File: config.mk
export PLATFORM = sky130hd
export DESIGN_NAME = ex_muldiv_iter
export DESIGN_NICKNAME = d
export VERILOG_FILES = /design/src/rtl/ex_muldiv_iter.sv
export SDC_FILE = /design/constraint.sdc
export NUM_CORES = 1
export LEC_CHECK = 0
export BUFFER_PORTS_ARGS = -buffer_cell sky130_fd_sc_hd__buf_2
export CORE_MARGIN = 2
export CORE_UTILIZATION = 63
export CTS_CLUSTER_SIZE = 20
export DETAILED_ROUTE_END_ITERATION = 6
export MAX_ROUTING_LAYER = met4
export PLACE_DENSITY = 0.83
export SETUP_SLACK_MARGIN = 0.5
export SLEW_MARGIN = 40
export SYNTH_ARGS = -nofsm -noshare
export SYNTH_HDL_FRONTEND = slang
export SYNTH_SLANG_ARGS = --single-unit
File: constraint.sdc
create_clock -name clk -period 8.7 [get_ports clk]
set_input_delay 1.74 -clock clk [delete_from_list [all_inputs] [get_ports clk]]
set_output_delay 1.74 -clock clk [all_outputs]
set_load 0.03 [all_outputs]
File: src/rtl/ex_muldiv_iter.sv
// Iterative multiply/divide unit: radix-2 shift-add multiply and restoring divide,
// one bit per cycle, with optional multiply-accumulate (MADD/MSUB) into a HI/LO base.
module ex_muldiv_iter #(
  parameter int WIDTH  = 32,
  parameter bit ACC_EN = 1'b1
) (
  input  logic             clk,
  input  logic             rst,
  input  logic             start_i,
  input  logic [2:0]       op_i,
  input  logic [WIDTH-1:0] a_i,
  input  logic [WIDTH-1:0] b_i,
  input  logic [WIDTH-1:0] hi_i,
  input  logic [WIDTH-1:0] lo_i,
  input  logic             cancel_i,
  output logic             busy_o,
  output logic             valid_o,
  output logic [WIDTH-1:0] hi_o,
  output logic [WIDTH-1:0] lo_o,
  output logic [1:0]       state_o
);

  localparam int CW = $clog2(WIDTH) + 1;

  typedef enum logic [1:0] {IDLE, CALC, ACC, DONE} state_t;
  state_t state, state_nx;

  logic [2:0]       op_r;
  logic             sa_r, sb_r;
  logic [WIDTH-1:0] rem, q, dsr, base_hi, base_lo;
  logic [CW-1:0]    cnt;

  // Handshake: a start is taken only in IDLE/DONE with cancel_i low; there is
  // no backpressure, valid_o is a one-cycle strobe the consumer must capture.
  logic in_signed, in_div, div_zero, accept, last;
  assign in_signed = ~op_i[0];
  assign in_div    = (op_i[2:1] == 2'b01);
  assign div_zero  = in_div && (b_i == '0);
  assign accept    = start_i && !cancel_i && (state == IDLE || state == DONE)
                     && (ACC_EN || !op_i[2]);
  assign last      = (cnt == CW'(WIDTH - 1));

  logic is_div_r, is_acc_r, is_sub_r;
  assign is_div_r = (op_r[2:1] == 2'b01);
  assign is_acc_r = op_r[2];
  assign is_sub_r = op_r[2] & op_r[1];

  // One iteration of the datapath; divide shifts the dividend out of q's top
  // while multiply shifts the product in at rem's top.
  logic [WIDTH:0]   shifted, diff, sum;
  logic [WIDTH-1:0] rem_nx, q_nx;
  always_comb begin
    shifted = {rem, q[WIDTH-1]};
    diff    = shifted - {1'b0, dsr};
    sum     = {1'b0, rem} + ({(WIDTH+1){q[0]}} & {1'b0, dsr});
    rem_nx  = rem;
    q_nx    = q;
    if (is_div_r) begin
      if (!diff[WIDTH]) begin
        rem_nx = diff[WIDTH-1:0];
        q_nx   = {q[WIDTH-2:0], 1'b1};
      end else begin
        rem_nx = shifted[WIDTH-1:0];
        q_nx   = {q[WIDTH-2:0], 1'b0};
      end
    end else begin
      rem_nx = sum[WIDTH:1];
      q_nx   = {sum[0], q[WIDTH-1:1]};
    end
  end

  function automatic logic [2*WIDTH-1:0] fix_up(input logic div, input logic sa,
                                                input logic sb, input logic [WIDTH-1:0] h,
                                                input logic [WIDTH-1:0] l);
    logic [2*WIDTH-1:0] p;
    logic [WIDTH-1:0]   qq, rr;
    qq = (sa ^ sb) ? -l : l;
    rr = sa ? -h : h;
    p  = (sa ^ sb) ? -{h, l} : {h, l};
    return div ? {rr, qq} : p;
  endfunction

  logic [2*WIDTH-1:0] calc_res, prod_res, acc_res;
  assign calc_res = fix_up(is_div_r, sa_r, sb_r, rem_nx, q_nx);
  assign prod_res = fix_up(1'b0, sa_r, sb_r, rem, q);
  assign acc_res  = is_sub_r ? ({base_hi, base_lo} - prod_res)
                             : ({base_hi, base_lo} + prod_res);

  logic               load;
  logic [2*WIDTH-1:0] load_val;
  always_comb begin
    state_nx = state;
    load     = 1'b0;
    load_val = calc_res;
    case (state)
      IDLE, DONE: begin
        if (state == DONE) state_nx = IDLE;
        if (accept) begin
          state_nx = div_zero ? DONE : CALC;
          if (div_zero) begin
            load     = 1'b1;
            load_val = {a_i, {WIDTH{1'b1}}};
          end
        end
      end
      CALC: begin
        if (cancel_i) state_nx = IDLE;
        else if (last) begin
          state_nx = is_acc_r ? ACC : DONE;
          load     = !is_acc_r;
        end
      end
      ACC: begin
        state_nx = cancel_i ? IDLE : DONE;
        load     = !cancel_i;
        load_val = acc_res;
      end
      default: state_nx = IDLE;
    endcase
  end

  always_ff @(posedge clk or negedge rst) begin
    if (!rst) state <= IDLE;
    else      state <= state_nx;
  end

  always_ff @(posedge clk or negedge rst) begin
    if (!rst) begin
      op_r    <= '0;
      sa_r    <= 1'b0;
      sb_r    <= 1'b0;
      rem     <= '0;
      q       <= '0;
      dsr     <= '0;
      base_hi <= '0;
      base_lo <= '0;
      cnt     <= '0;
      hi_o    <= '0;
      lo_o    <= '0;
    end else begin
      if (accept) begin
        op_r    <= op_i;
        sa_r    <= in_signed & a_i[WIDTH-1];
        sb_r    <= in_signed & b_i[WIDTH-1];
        rem     <= '0;
        q       <= (in_signed & a_i[WIDTH-1]) ? -a_i : a_i;
        dsr     <= (in_signed & b_i[WIDTH-1]) ? -b_i : b_i;
        base_hi <= hi_i;
        base_lo <= lo_i;
        cnt     <= '0;
      end else if (state == CALC) begin
        rem <= rem_nx;
        q   <= q_nx;
        cnt <= cnt + 1'b1;
      end
      if (load) begin
        hi_o <= load_val[2*WIDTH-1:WIDTH];
        lo_o <= load_val[WIDTH-1:0];
      end
    end
  end

  assign busy_o  = (state == CALC) || (state == ACC);
  assign valid_o = (state == DONE);
  assign state_o = state;

endmodule

### After elaboration in Yosys (flattened, before gate mapping)

Cells that the tools add are included.

| operators by class | value |
|---|---|
| add/sub/neg operators | 11 |
| multiply operators | 0 |
| divide/modulo/power cells | 0 |
| magnitude comparators | 0 |
| equality and inequality tests | 8 |
| shifts and indexed selects | 0 |
| mux-type cells | 34 |
| bitwise gates (word level) | 6 |
| reductions and logical operators | 12 |

Operators with widths:

| cell | number |
|---|---|
| 2-to-1 mux 64 bit | 6 |
| 2-to-1 mux 32 bit | 11 |
| negation 32 bit | 4 |
| negation 64 bit | 2 |
| case mux 64 bit (2 select lines) | 1 |
| adder 64 bit | 1 |
| subtractor 64 bit | 1 |
| adder 32 x 33 -> 33 bit | 1 |
| AND 33 x 32 -> 33 bit | 1 |
| subtractor 33 x 32 -> 33 bit | 1 |
| zero test 32 bit | 1 |
| 2-to-1 mux 2 bit | 6 |
| 2-to-1 mux 6 bit | 2 |
| adder 6 x 1 -> 6 bit (second input constant) | 1 |
| == test 2 x 1 -> 1 bit (second input constant) | 3 |
| == test 6 x 5 -> 1 bit (second input constant) | 1 |
| 2-to-1 mux 1 bit | 6 |
| != test 3 bit (second input constant) | 2 |
| case mux 2 bit (3 select lines) | 1 |
| == test 2 bit (second input constant) | 2 |
| AND 1 bit | 3 |
| logical AND 1 bit | 3 |
| case mux 1 bit (3 select lines) | 1 |
| zero test 1 bit | 2 |
| 7 further kinds | 8 |

| word-level totals | value |
|---|---|
| register bits | 237 |
| latch bits | 0 |
| RAM bits | 0 |
| bits in read-only memories | 0 |
| input port bits | 135 |
| output and inout port bits | 68 |
| logic and storage cells | 83 |
| memories | 0 |

### Depth between registers and ports, before layout

Gate-level depths: netlist of the first run.

| logic depth | value |
|---|---|
| depth in word-level cells | 9 |
| depth in mapped cells | 29 |

### Worst setup path before layout of the first run

No wires, ideal clock.

| path | value |
|---|---|
| path kind | register to register |
| start | reg q[0] |
| end | reg hi_o[31] |
| setup time | 0.121 ns |
| data arrival time | 6.083 ns |
| required time | 8.579 ns |
| setup slack | 2.496 ns |
| cell stages (with the launch flop) | 27 |
| buffers on the path | 2 |
| period minus slack after synthesis | 6.204 ns |
| path through | dfrtp_1 -> clkinv_1 -> clkbuf_1 -> ha_1 -> nor4b_1 -> and4_1 -> and4_1 -> o21bai_1 -> and2_1 -> or3b_1 -> nor3_2 -> and4b_1 -> a21o_1 -> a21bo_2 -> xor2_1 -> ha_1 -> clkbuf_1 -> and4_1 -> nand4_1 -> or3_1 -> o31ai_1 -> nor2_1 -> o31ai_1 -> xnor2_1 -> a221oi_1 -> a211oi_1 -> a22o_1 |

| between the ends | value |
|---|---|
| longest elaborated chain between the ends | 9 |
| elaborated cells between the ends (all ways) | 17 |
| those cells by class | 6 x add/sub; 10 x mux; 1 x bitwise |

Ends and longest elaborated chain:

| element | RTL line | RTL |
|---|---|---|
| start, declared | 30 | `logic [WIDTH-1:0] rem, q, dsr, base_hi, base_lo;` |
| start signal, assigned | 146 | `q <= (in_signed & a_i[WIDTH-1]) ? -a_i : a_i;` |
| start signal, assigned | 153 | `q <= q_nx;` |
| AND 33 x 32 -> 33 bit | 55 | `sum = {1'b0, rem} + ({(WIDTH+1){q[0]}} & {1'b0, dsr});` |
| adder 32 x 33 -> 33 bit | 55 |  |
| 2-to-1 mux 32 bit | 58 | `if (is_div_r) begin` |
| negation 64 bit / negation 32 bit (equally long branches) | 79, 78 |  |
| 2-to-1 mux 64 bit / 2-to-1 mux 32 bit (equally long branches) | 79, 78 |  |
| 2-to-1 mux 64 bit | 80 | `return div ? {rr, qq} : p;` |
| 2-to-1 mux 64 bit | 100 | `if (div_zero) begin` |
| 2-to-1 mux 64 bit | 98 | `if (accept) begin` |
| case mux 64 bit (2 select lines) * | 95 | `case (state)` |
| end signal, assigned | 157 | `hi_o <= load_val[2*WIDTH-1:WIDTH];` |
| end, declared | 18 | `output logic [WIDTH-1:0] hi_o,` |

Mark *: on every way between the ends. The rest lies on a longest branch, timed or not.
A chain may end at the register's enable or synchronous reset.

### Final worst setup path of the first run

| path | value |
|---|---|
| start | reg q[5] |
| end | reg hi_o[31] |

| between the ends | value |
|---|---|
| longest elaborated chain between the ends | 7 |
| elaborated cells between the ends (all ways) | 12 |
| those cells by class | 4 x add/sub; 8 x mux |

Ends and longest elaborated chain:

| element | RTL line |
|---|---|
| parallel branches: the longest is 6 deep, another holds negation 64 bit | -- |
| case mux 64 bit (2 select lines) * | 95 |

Every way passes the cells marked *.

==> run metrics, run 1 <==
fin. max-slew vios=0; violated checks=design-rule violations; Mean Syn Cell Area=7.46 um2; MaxCap Viol Count=0; DP Worst Slack=1410 ps; pin count of the biggest net entering global routing=98; initial drt markers=3,576; Final Critical Period=7540 ps; CP max stage cell=nor4_1; # DRC=11; Max Freq=133 MHz; Root Buffer=clkbuf_16; Final setup violation count=0; Num CTS Buffers=30; #FFs+latches synth=236; Final Core Density=0.698; HPWL after DPL=77,500 um; Layout area overhead=9.03%; Post-Synthesis Cells=3,425; core box area=39,900 um2; DIE HEIGHT=205 um; routed vias/inst=6.92; num ports=203; Top FF cell, synth=dfrtp_1; leading area contributor after synthesis=dfrtp_1; nets@finish=3,753; DIE WIDTH=205 um; status=finished, violations left; first-pass GRT wire length=154,000 um; Setup Skew=24.1 ps; DRT Pass-1 Iters=7; Final Worst Setup Slack=1160 ps; Routed Antenna Nets=0; GR Overflow Total=0; Fin Setup TNS=0 ps; hold buffers post-CTS=0; Avg WL per Cell=25.2 um; WP data required=9220 ps; number of global-route vias before repair=26,300; period utilization=0.867; All-Layer GR Usage=0.489; Initial Util=0.640; CP Capture Type=register; sequential fraction of the synthesis area=0.231; Least-Margin Pin Slew=1030 ps; Syn Nets=3,699; Crit Path Class=reg2reg; worst min path class=reg2reg; final hold violations=0; TritonCTS clock tree=yes; delay-heaviest family, CP=simple AND/OR/NAND/NOR gates; Clock Sinks=236; Post-synth top cells=nand2_1 (519), a21oi_1 (305), nor2_1 (298); Post-synth ARST share=1.00; PortBufs=202; Post-Syn Area=25,500 um2; Max Root-Sink Buffers=3; Max-slew headroom=0.306; Crit path top cell by count=nand2_1; die area=42,200 um2; Placer Congestion=1.13; Yosys top cell area share=0.231; antenna violations before repair=10; post-CTS setup buffer count=0; Ys Warns=0; startpoint types=register; distinct cell type count after synthesis=102; vias=28,000; fraction of layout cells with a size suffix above 1=0.108; top cells by area, synth=dfrtp_1 (23%), nand2_1 (7.6%), xnor2_1 (7.4%); clock latency on the worst-skew pair=620 ps; Largest stage delay, worst path=790 ps; Max Fanout on Critical Path=16; Site Rows=73; Buf+Inv Stages, Crit Path=0; number of flops mapped to enable cells by yosys=0; RSZ-0062 raised after global routing=no; Worst Path Arrival=8060 ps; # resized after CTS=0; count leader, synth=nand2_1; Post-Route WL=102,000 um; Worst-path clk slew=70 ps; Max H-tree Level=1
-- area by class of cell --
type,instances,area [um2]
Multi-Input combinational cell,2876,18500
Antenna cell,15,37.5
Clock inverter,12,178
Clock buffer,43,860
Inverter,94,353
Tap cell,525,657
Fill cell,3313,12100
Sequential cell,236,5910
Timing Repair Buffer,241,1340
-- worst paths after layout --
kind / startpoint / to / slack, ps / depth (start not counted)
min: dsr[12] / dsr[12] / 480 / 2
min reg2reg: dsr[12] / dsr[12] / 480 / 2
max reg2reg: q[5] / hi_o[31] / 1160 / 25
max in group asynchronous: rst / q[26] / 6300 / 3
min in group asynchronous: rst / base_hi[21] / 980 / 1
max: q[5] / hi_o[31] / 1160 / 25
-- placed cells by master (no fill, tap or decap), types with 23 or more instances in the layout --
master	instances
a211oi_1	34
a21o_1	80
and2_1	37
and3_1	34
buf_4	36
mux2i_1	59
buf_2	201
a31oi_1	74
o21a_1	44
clkbuf_16	30
nand3_1	57
nor4_1	23
dfrtp_1	236
ha_1	134
xor2_1	135
nand4_1	44
nor2_1	295
o221ai_1	27
o211ai_1	51
o21ai_0	210
nand2_1	518
inv_1	92
a21oi_1	304
o31ai_1	30
or3_1	38
xnor2_1	214
nor3_1	61
-- layer usage --
metal,wire length (um),part of all wire,GRT usage
met1,36300,0.36,0.559
met2,44500,0.44,0.748
met3,11100,0.11,0.112
met4,9880,0.097,0.364
met5,0,0,-
-- through the flow --
step	cell area [um2]	hold slack [ps]	instances
finish	27800	482	4042
global route	27800	500	4036
CTS	27800	485	4026
detailed placement	26700	472	3971
global placement	26700	465	3971
floorplan	25500	450	3425
-- cell families (layout without fill, tap and decap cells) --
kind of cell               count (synthesis)  count (layout)  share of synthesized area
adders and majority gates                139             139                     0.0690
other                                      0              15                          0
DFF                                      236             236                      0.231
buffers and inverters                    313             390                     0.0482
AOI/OAI and AO/OA                       1075            1075                      0.277
and+or+nand+nor                         1248            1248                      0.229
muxes                                     62              62                     0.0244
xor gates and xnor gates                 352             352                      0.121
-- flip-flops by register name, indices dropped and copies added (netlist names) --
register / cells
base_hi: 32
base_lo: 32
cnt: 6
dsr: 32
hi_o: 32
lo_o: 32
op_r: 2
q: 32
rem: 32
sa_r: 1
sb_r: 1
state_o: 2
-- worst min-delay path: cells and delay by family (launching register included) --
kind / cells / cell delay, ps
AO/OA/AOI/OAI: 1 / 60
flip-flops: 1 / 340
AND/OR/NAND/NOR: 1 / 50
Power of run 1 is not shown: default switching activity piles up to over one toggle a cycle in this logic, so the estimate is an artifact.
==> inputs of run 2 (changes only) <==
--- a/config.mk
+++ b/config.mk
@@ -5,7 +5,7 @@
 export SDC_FILE = /design/constraint.sdc
 export NUM_CORES = 1
 export LEC_CHECK = 0
-export BUFFER_PORTS_ARGS = -buffer_cell sky130_fd_sc_hd__buf_2
+export BUFFER_PORTS_ARGS = -buffer_cell sky130_fd_sc_hd__buf_4
 export CORE_MARGIN = 2
 export CORE_UTILIZATION = 63
 export CTS_CLUSTER_SIZE = 20
==> run 2 against run 1 <==
The run still ends with design-rule violations left. Final cell count fell by 0.30%. Global-route usage down 0.14 points. Setup slack worse by 98 ps. Clock-buffer cell count shrank 2. Wire length grew 0.31%. Highest routed layer unchanged. Core utilization grew 1.4 points.
==> run metrics, run 2 (same netlist as run 1, synthesis figures left out) <==
status=finished, violations left; violated checks=design-rule violations; Max-slew headroom=0.381; Crit path top cell by count=o21ai_0; initial drt markers=3,607; commonest non-fill, non-tap cell in the layout=nand2_1; hold_ws=478 ps; fraction of layout cells with a size suffix above 1=0.107; num ports=203; Hold Path End=dsr[2]; final hold violations=0; Filler cells=3,210; # resized after CTS=0; All-Layer GR Usage=0.487; # DRC=14; CP Cell Sequence=inv_1 -> ha_1 -> nor3b_1 -> a31oi_1 -> xnor2_1 -> and4_1 -> and2_1 -> nor2_1 -> xor2_1 -> ha_1 -> a21oi_1 -> o21ai_0 -> and3b_1 -> o21ai_0 -> buf_4 -> a41oi_1 -> o21ai_0 -> a221oi_1 -> nor2_1 -> a311oi_1 -> xnor2_1 -> a222oi_1 -> a21oi_1; multi-input logic area=18,500 um2; first-pass GRT wire length=154,000 um; Final setup violation count=0; worst min path class=reg2reg; Root Buffer=clkbuf_16; Largest stage delay, worst path=650 ps; HPWL after DPL=77,100 um; reg-to-reg endpoint=hi_o[15]; die area=42,200 um2; CP max stage cell=a221oi_1; Max Freq=131 MHz; Num CTS Buffers=30; RSZ-0062 raised after global routing=no; Setup Skew=37.4 ps; WP data required=9170 ps; post-CTS setup buffer count=0; fin. max-slew vios=0; Placer Congestion=1.13; Crit Path Class=reg2reg; Fin Setup TNS=0 ps; Hold Startpoint=dsr[2]; Max Root-Sink Buffers=3; Post-Route WL=102,000 um; FF-to-FF setup slack=1060 ps; Max H-tree Level=1; Layout area overhead=11.2%; MaxCap Viol Count=0; PortBufs=202; Avg WL per Cell=25.3 um; R2R Path Start=q[1]; pin count of the biggest net entering global routing=99; DRT Pass-1 Iters=7; sequential cell area=5910 um2; Initial Util=0.640; vias=28,100; antenna violations before repair=6; startpoint types=register; Least-Margin Pin Slew=928 ps; clock latency on the worst-skew pair=630 ps; Final Critical Period=7640 ps; Routed Antenna Nets=0; GR Overflow Total=0; period utilization=0.878; Buf+Inv Stages, Crit Path=2; core box area=39,900 um2; Worst-path clk slew=60 ps; CP Capture Type=register; nets@finish=3,750; DIE HEIGHT=205 um; Clock Sinks=236; hold path cells=2; most frequent cells in the layout=nand2_1 (518), a21oi_1 (304), nor2_1 (297); routed vias/inst=6.97; R2R depth=23; Worst Path Arrival=8110 ps; Site Rows=73; number of global-route vias before repair=26,600; TritonCTS clock tree=yes; hold buffers post-CTS=0; delay-heaviest family, CP=compound AO/OA/AOI/OAI gates; Max Fanout on Critical Path=9; DIE WIDTH=205 um
## run 2: changes by cell type in the layout (fill, tap and decap cells not counted), sizes merged
cell / delta
buf: -3
bufinv: +3
clkbuf: -2
clkinv: -2
clkinvlp: +1
diode: -9
## run 2: worst max path at each step
| stage | start | endpoint | slack, ps | depth (start not counted) |
|---|---|---|---|---|
| final | q[1] | hi_o[15] | 1060 | 23 |
| after global routing | q[1] | hi_o[31] | 720 | 26 |
| after CTS | q[1] | hi_o[31] | 1510 | 26 |
| after detailed placement | q[1] | hi_o[31] | 1560 | 26 |
| after global placement | q[6] | hi_o[31] | 1380 | 25 |
| after floorplan | q[0] | hi_o[31] | 2500 | 26 |
## run 2: per-layer routing
| layer | vias to the layer above | GRT usage | routed length [um] |
|---|---|---|---|
| met3 | 581 | 0.108 | 11300 |
| met2 | 2002 | 0.744 | 45000 |
| met1 | 13000 | 0.555 | 35800 |
| met4 | 0 | 0.381 | 9960 |
| met5 | - | - | 0 |
| li1 | 12500 | - | - |
## run 2: cell type report
cell class,instances,area share
Clock inverter,14,0.00960
Clock buffer,41,0.0300
Multi-Input combinational cell,2876,0.652
Tap cell,525,0.0231
Timing Repair Buffer,238,0.0648
Antenna cell,6,0.000528
Sequential cell,236,0.208
Inverter,94,0.0124
## run 2: worst reg2reg max path, delay by kind of cell (launching register included)
family          cells  cell delay [ps]
compound gates     10             3320
simple gates        6             1750
xor+xnor            3              980
fa+ha+maj           2              640
flops               1              480
buf+inv             2              310
## run 2: stage by stage
stage / utilization / cell area [um2] / worst slack, ps / std cells
finish: 0.712 / 28400 / 1060 / 4030
global route: 0.712 / 28400 / 717 / 4029
CTS: 0.711 / 28400 / 1510 / 4022
detailed placement: 0.682 / 27200 / 1560 / 3967
global placement: 0.681 / 27200 / 1380 / 3966
floorplan: - / 25500 / 2500 / 3425
Power of run 2 is left out for the same reason.
